[src/rtl/axis_wide_to_byte_framer.sv]
// Wide-to-byte AXI-Stream serializer with frame re-delimiting.
// One word is held at a time and its bytes are sent one per beat.
// Frames end on a programmable byte count (frame_len) or on the
// input in_last marker, whichever comes first.
module axis_wide_to_byte_framer #(
  parameter int IN_BYTES  = 4,
  parameter int LEN_WIDTH = 16
) (
  input  logic                  clk,
  input  logic                  reset,
  input  logic [8*IN_BYTES-1:0] in_data,
  input  logic                  in_valid,
  output logic                  in_ready,
  input  logic                  in_last,
  output logic [7:0]            out_data,
  output logic                  out_valid,
  input  logic                  out_ready,
  output logic                  out_last,
  input  logic [LEN_WIDTH-1:0]  frame_len,
  input  logic                  byte_order,
  output logic [15:0]           frames_sent,
  output logic                  short_frame
);

  localparam int IDX_W = (IN_BYTES > 2) ? $clog2(IN_BYTES) : 1;
  localparam logic [IDX_W-1:0] LAST_IDX = IDX_W'(IN_BYTES - 1);
  localparam logic [0:0] IDLE = 1'b0;
  localparam logic [0:0] SEND = 1'b1;

  logic [0:0]            state_reg;
  logic [8*IN_BYTES-1:0] word_reg;
  logic [IDX_W-1:0]      byte_idx_reg;
  logic                  last_reg;
  logic                  order_reg;
  logic [LEN_WIDTH-1:0]  byte_cnt_reg;
  logic [LEN_WIDTH-1:0]  len_reg;
  logic [15:0]           frames_reg;
  logic                  short_reg;

  logic [7:0]            byte_lane [IN_BYTES];
  logic [IDX_W-1:0]      sel_idx;
  logic [LEN_WIDTH-1:0]  len_eff;
  logic                  sending;
  logic                  final_byte;
  logic                  beat;
  logic                  len_hit;
  logic                  in_hit;
  logic                  accept;

  // Split the held word into byte lanes; lane 0 is in_data[7:0].
  for (genvar gi = 0; gi < IN_BYTES; gi++) begin : g_lane
    assign byte_lane[gi] = word_reg[8*gi +: 8];
  end

  assign sending    = (state_reg == SEND);
  assign final_byte = (byte_idx_reg == LAST_IDX);
  assign beat       = sending && out_ready;
  assign sel_idx    = order_reg ? byte_idx_reg : (LAST_IDX - byte_idx_reg);

  // On the first beat of a frame the length has not been latched yet,
  // so the live frame_len is used; afterwards the latched copy governs.
  assign len_eff = (byte_cnt_reg == '0) ? frame_len : len_reg;
  assign len_hit = (len_eff != '0) && (byte_cnt_reg == len_eff - LEN_WIDTH'(1));
  assign in_hit  = last_reg && final_byte;

  assign out_valid   = sending;
  assign out_data    = sending ? byte_lane[sel_idx] : 8'h00;
  assign out_last    = sending && (len_hit || in_hit);
  assign in_ready    = !reset && (!sending || (final_byte && out_ready));
  assign accept      = in_valid && in_ready;
  assign frames_sent = frames_reg;
  assign short_frame = short_reg;

  // Holding register and byte walker: load on accept, step on each beat.
  always_ff @(posedge clk) begin
    if (reset) begin
      state_reg    <= IDLE;
      word_reg     <= '0;
      byte_idx_reg <= '0;
      last_reg     <= 1'b0;
      order_reg    <= 1'b0;
    end else if (accept) begin
      state_reg    <= SEND;
      word_reg     <= in_data;
      byte_idx_reg <= '0;
      last_reg     <= in_last;
      order_reg    <= byte_order;
    end else if (beat) begin
      if (final_byte) begin
        state_reg <= IDLE;
      end else begin
        byte_idx_reg <= byte_idx_reg + IDX_W'(1);
      end
    end
  end

  // Frame byte counter and length latch, advanced per accepted beat.
  always_ff @(posedge clk) begin
    if (reset) begin
      byte_cnt_reg <= '0;
      len_reg      <= '0;
    end else if (beat) begin
      if (byte_cnt_reg == '0) begin
        len_reg <= frame_len;
      end
      if (out_last) begin
        byte_cnt_reg <= '0;
      end else begin
        byte_cnt_reg <= byte_cnt_reg + LEN_WIDTH'(1);
      end
    end
  end

  // Frame statistics: wrapping frame count and short-frame pulse.
  always_ff @(posedge clk) begin
    if (reset) begin
      frames_reg <= '0;
      short_reg  <= 1'b0;
    end else begin
      short_reg <= beat && in_hit && !len_hit && (len_eff != '0);
      if (beat && out_last) begin
        frames_reg <= frames_reg + 16'd1;
      end
    end
  end

endmodule

[config.mk]
export PLATFORM = sky130hd
export DESIGN_NAME = axis_wide_to_byte_framer
export DESIGN_NICKNAME = d
export VERILOG_FILES = /design/src/rtl/axis_wide_to_byte_framer.sv
export SDC_FILE = /design/constraint.sdc
export NUM_CORES = 1
export LEC_CHECK = 0
export ABC_AREA = 0
export CORE_MARGIN = 10
export CORE_UTILIZATION = 45
export CTS_CLUSTER_SIZE = 16
export DETAILED_ROUTE_END_ITERATION = 10
export GPL_TIMING_DRIVEN = 0
export PLACE_DENSITY = 0.78
export SLEW_MARGIN = 40
export SYNTH_ARGS = -nofsm -noshare
export SYNTH_HDL_FRONTEND = slang
export SYNTH_SLANG_ARGS = --single-unit
export TNS_END_PERCENT = 50
[constraint.sdc]
create_clock -name clk -period 6.4 [get_ports clk]
set_clock_uncertainty 0.1 [all_clocks]
set_input_delay 0.96 -clock clk [delete_from_list [all_inputs] [get_ports clk]]
set_output_delay 0.96 -clock clk [all_outputs]
set_load 0.01 [all_outputs]
==> results.txt <==
register area share after synthesis -> 0.348
Tmin final -> 6.05 ns
Starting Density -> 0.459
CP Capture Point -> out_last
final wirelength -> 14000 um
Hold Buf Count CTS -> 0
Routed wire per std cell -> 16.7 um
I/O Buffers -> 80
die area -> 15600 sq um
Largest register FFs -> 32
outcome -> finished clean
CP endpoint kind -> primary output
maximum VDD drop -> 0.111 mV
vias -> 4764
crit path DAT -> 4.99 ns
Die X -> 125 um
Leak -> 2.16 nW
router iterations before antenna repair -> 5
Ports -> 82
asr flop ratio synth -> 0
period utilization -> 0.946
Peak Freq -> 165 MHz
antenna cells -> 0
Overall Global Routing Usage -> 0.176
Worst setup startpoint -> byte_cnt_reg[0]$_SDFFE_PP0P_
number of flops mapped to enable cells by yosys -> 0
worst-skew pair later-pin latency -> 0.36 ns
endpoints failing hold -> 0
CTS root buffer -> clkbuf_8
most frequent cells in the layout -> 86 x dfxtp_1, 82 x nand2_1, 80 x clkdlybuf4s50_1
post-DP HPWL -> 10800 um
WS Path Type -> flip-flop to primary output
Tot Pwr -> 1.23 mW
share of cells above drive strength 1 -> 0.0774
total clock sinks -> 86
worst r2r src -> byte_cnt_reg[0]$_SDFFE_PP0P_
Core Footprint -> 10800 sq um
Max-slew headroom -> 0.462
RSZ-0062 raised after global routing -> false
Cells after DPL -> 823
Synth Register Bits -> 86
reg2reg end -> byte_cnt_reg[12]$_SDFFE_PP0P_
Syn. warnings -> 0
routability cong. -> 0.912
Final setup violation count -> 0
post-synthesis cell count -> 603
Critical Path RT -> 5.34 ns
max-slew violations -> 0
initial DRC count -> 363
first-pass GRT wire length -> 23500 um
setup_tns -> 0 ns
worst-path maximum fanout -> 18
Most used DFF post-synth -> dfxtp_1
Netlist Area Pre-Place -> 4950 sq um
Worst setup SP type -> flip-flop
Layout area overhead -> 25.1%
Yosys cell types -> 61
utilization after layout -> 0.573
Remaining Overflow, GRT -> 0
Residual DRC -> 0
DRT antenna net count -> 0
commonest non-fill, non-tap cell in the layout -> dfxtp_1
Hold Path Class -> flip-flop to flip-flop
reg2reg setup slack -> 1.40 ns
CTS max path bufs -> 2
Synth Net Count -> 662
R2R cell count -> 19
vias per cell -> 5.68
CTS buffer count -> 9
H-tree depth -> 3
Finished Layout Cells -> 838
fillers -> 994
Max-Cap Viols -> 0
Worst-path clk slew -> 0.09 ns
Tightest Pin Transition -> 0.801 ns
power per cell area -> 198 nW/um^2
Nets -> 752
Die Ht -> 125 um
Cell Rows -> 38
syn_area_per_cell -> 8.21 sq um
largest net degree at the start of global routing -> 16
CTS tree -> done
antenna violations before repair -> 0
vias in the first global route -> 4709
## stage by stage
stage / cell area [sq um] / setup slack, ns / hold WS (ns)
finish: 6190 / 0.349 / 0.379
global route: 6190 / 0.0412 / 0.397
CTS: 6180 / 0.0470 / 0.379
detailed placement: 5940 / 0.0996 / 0.364
global placement: 5930 / 0.108 / 0.359
floorplan: 4950 / 1.44 / 0.346
## critical path: stages (launching register included)
cell             delay, ns
dfxtp_1               0.40
inv_1                 0.11
ha_1                  0.20
nor3b_2               0.23
and4_1                0.21
buf_2                 0.18
buf_4                 0.23
mux2i_1               0.28
ha_2                  0.32
xnor2_1               0.20
xnor2_1               0.12
mux2i_1               0.17
o2111a_1              0.19
o2111ai_1             0.14
or4_1                 0.55
o31a_4                0.38
nor2b_1               0.14
clkdlybuf4s50_1       0.56
## area by class of cell
| type | count | area (sq um) | share of cell area |
|---|---|---|---|
| Clock buffer | 10 | 138 | 0.0222 |
| Multi-Input combinational cell | 474 | 3070 | 0.496 |
| Timing Repair Buffer | 81 | 808 | 0.131 |
| Sequential cell | 86 | 1720 | 0.278 |
| Tap cell | 140 | 175 | 0.0283 |
| Clock inverter | 6 | 93.8 | 0.0152 |
| Buffer | 35 | 160 | 0.0259 |
| Inverter | 6 | 22.5 | 0.00364 |
## cell usage after synthesis, drive strengths merged (5+ instances only)
library cell / number / area, sq um
inv: 5 / 18.8
o21ai: 46 / 230
nor4: 11 / 129
nor2b: 5 / 31.3
mux2i: 14 / 140
clkbuf: 25 / 95.1
nor2: 39 / 146
nor3: 18 / 90.1
dfxtp: 86 / 1720
xor2: 16 / 140
nand2: 83 / 314
or4: 13 / 101
nand3: 18 / 90.1
nand4: 14 / 93.8
and2: 15 / 93.8
ha: 5 / 62.6
a21oi: 33 / 165
and3: 7 / 43.8
nand2b: 40 / 250
o31ai: 9 / 67.6
xnor2: 27 / 236
buf: 12 / 70.1
or3: 8 / 55.1
mux4: 8 / 180
## how the worst min path moves through the flow
stage	depth (start not counted)	slack (ns)	endpoint	from
5_1_grt	2	0.40	word_reg[18]$_SDFFE_PP0P_	word_reg[18]$_SDFFE_PP0P_
2_1_floorplan	2	0.35	word_reg[16]$_SDFFE_PP0P_	word_reg[16]$_SDFFE_PP0P_
4_1_cts	2	0.38	word_reg[22]$_SDFFE_PP0P_	word_reg[22]$_SDFFE_PP0P_
6_report	2	0.38	word_reg[22]$_SDFFE_PP0P_	word_reg[22]$_SDFFE_PP0P_
3_5_place_dp	2	0.36	word_reg[18]$_SDFFE_PP0P_	word_reg[18]$_SDFFE_PP0P_
3_3_place_gp	2	0.36	word_reg[31]$_SDFFE_PP0P_	word_reg[31]$_SDFFE_PP0P_
## power breakdown
group          leakage, nW  internal (mW)  switching [mW]
Sequential           0.701          0.556          0.0189
Combinational         1.34          0.108           0.107
Clock                0.118          0.234           0.205
## metal layers
metal  GRT usage  up-vias  part of all wire
met4      0.0461        0             0.014
met3      0.0477       15             0.070
met5           0        -                 0
met1       0.224     2269              0.45
li1            -     2326                 -
met2       0.284      154              0.47
## timing repair
| item | 4_1_cts | 5_1_grt |
|---|---|---|
| pin swaps | 1 | 0 |
| setup endpoints to repair | 1 | 1 |
| cloned | 0 | 0 |
| gates resized for setup | 3 | 2 |
| setup buffers | 0 | 1 |
## cell families (layout without fill, tap and decap cells)
family	Yosys count	after routing	synth area share
fa+ha+maj	5	5	0.0126
compound gates	121	121	0.150
flops	86	86	0.348
mux	23	23	0.0670
buf+inv	43	138	0.0379
xor+xnor	43	43	0.0761
simple gates	282	282	0.308
No activity file was read; power rests on OpenSTA's default activity.
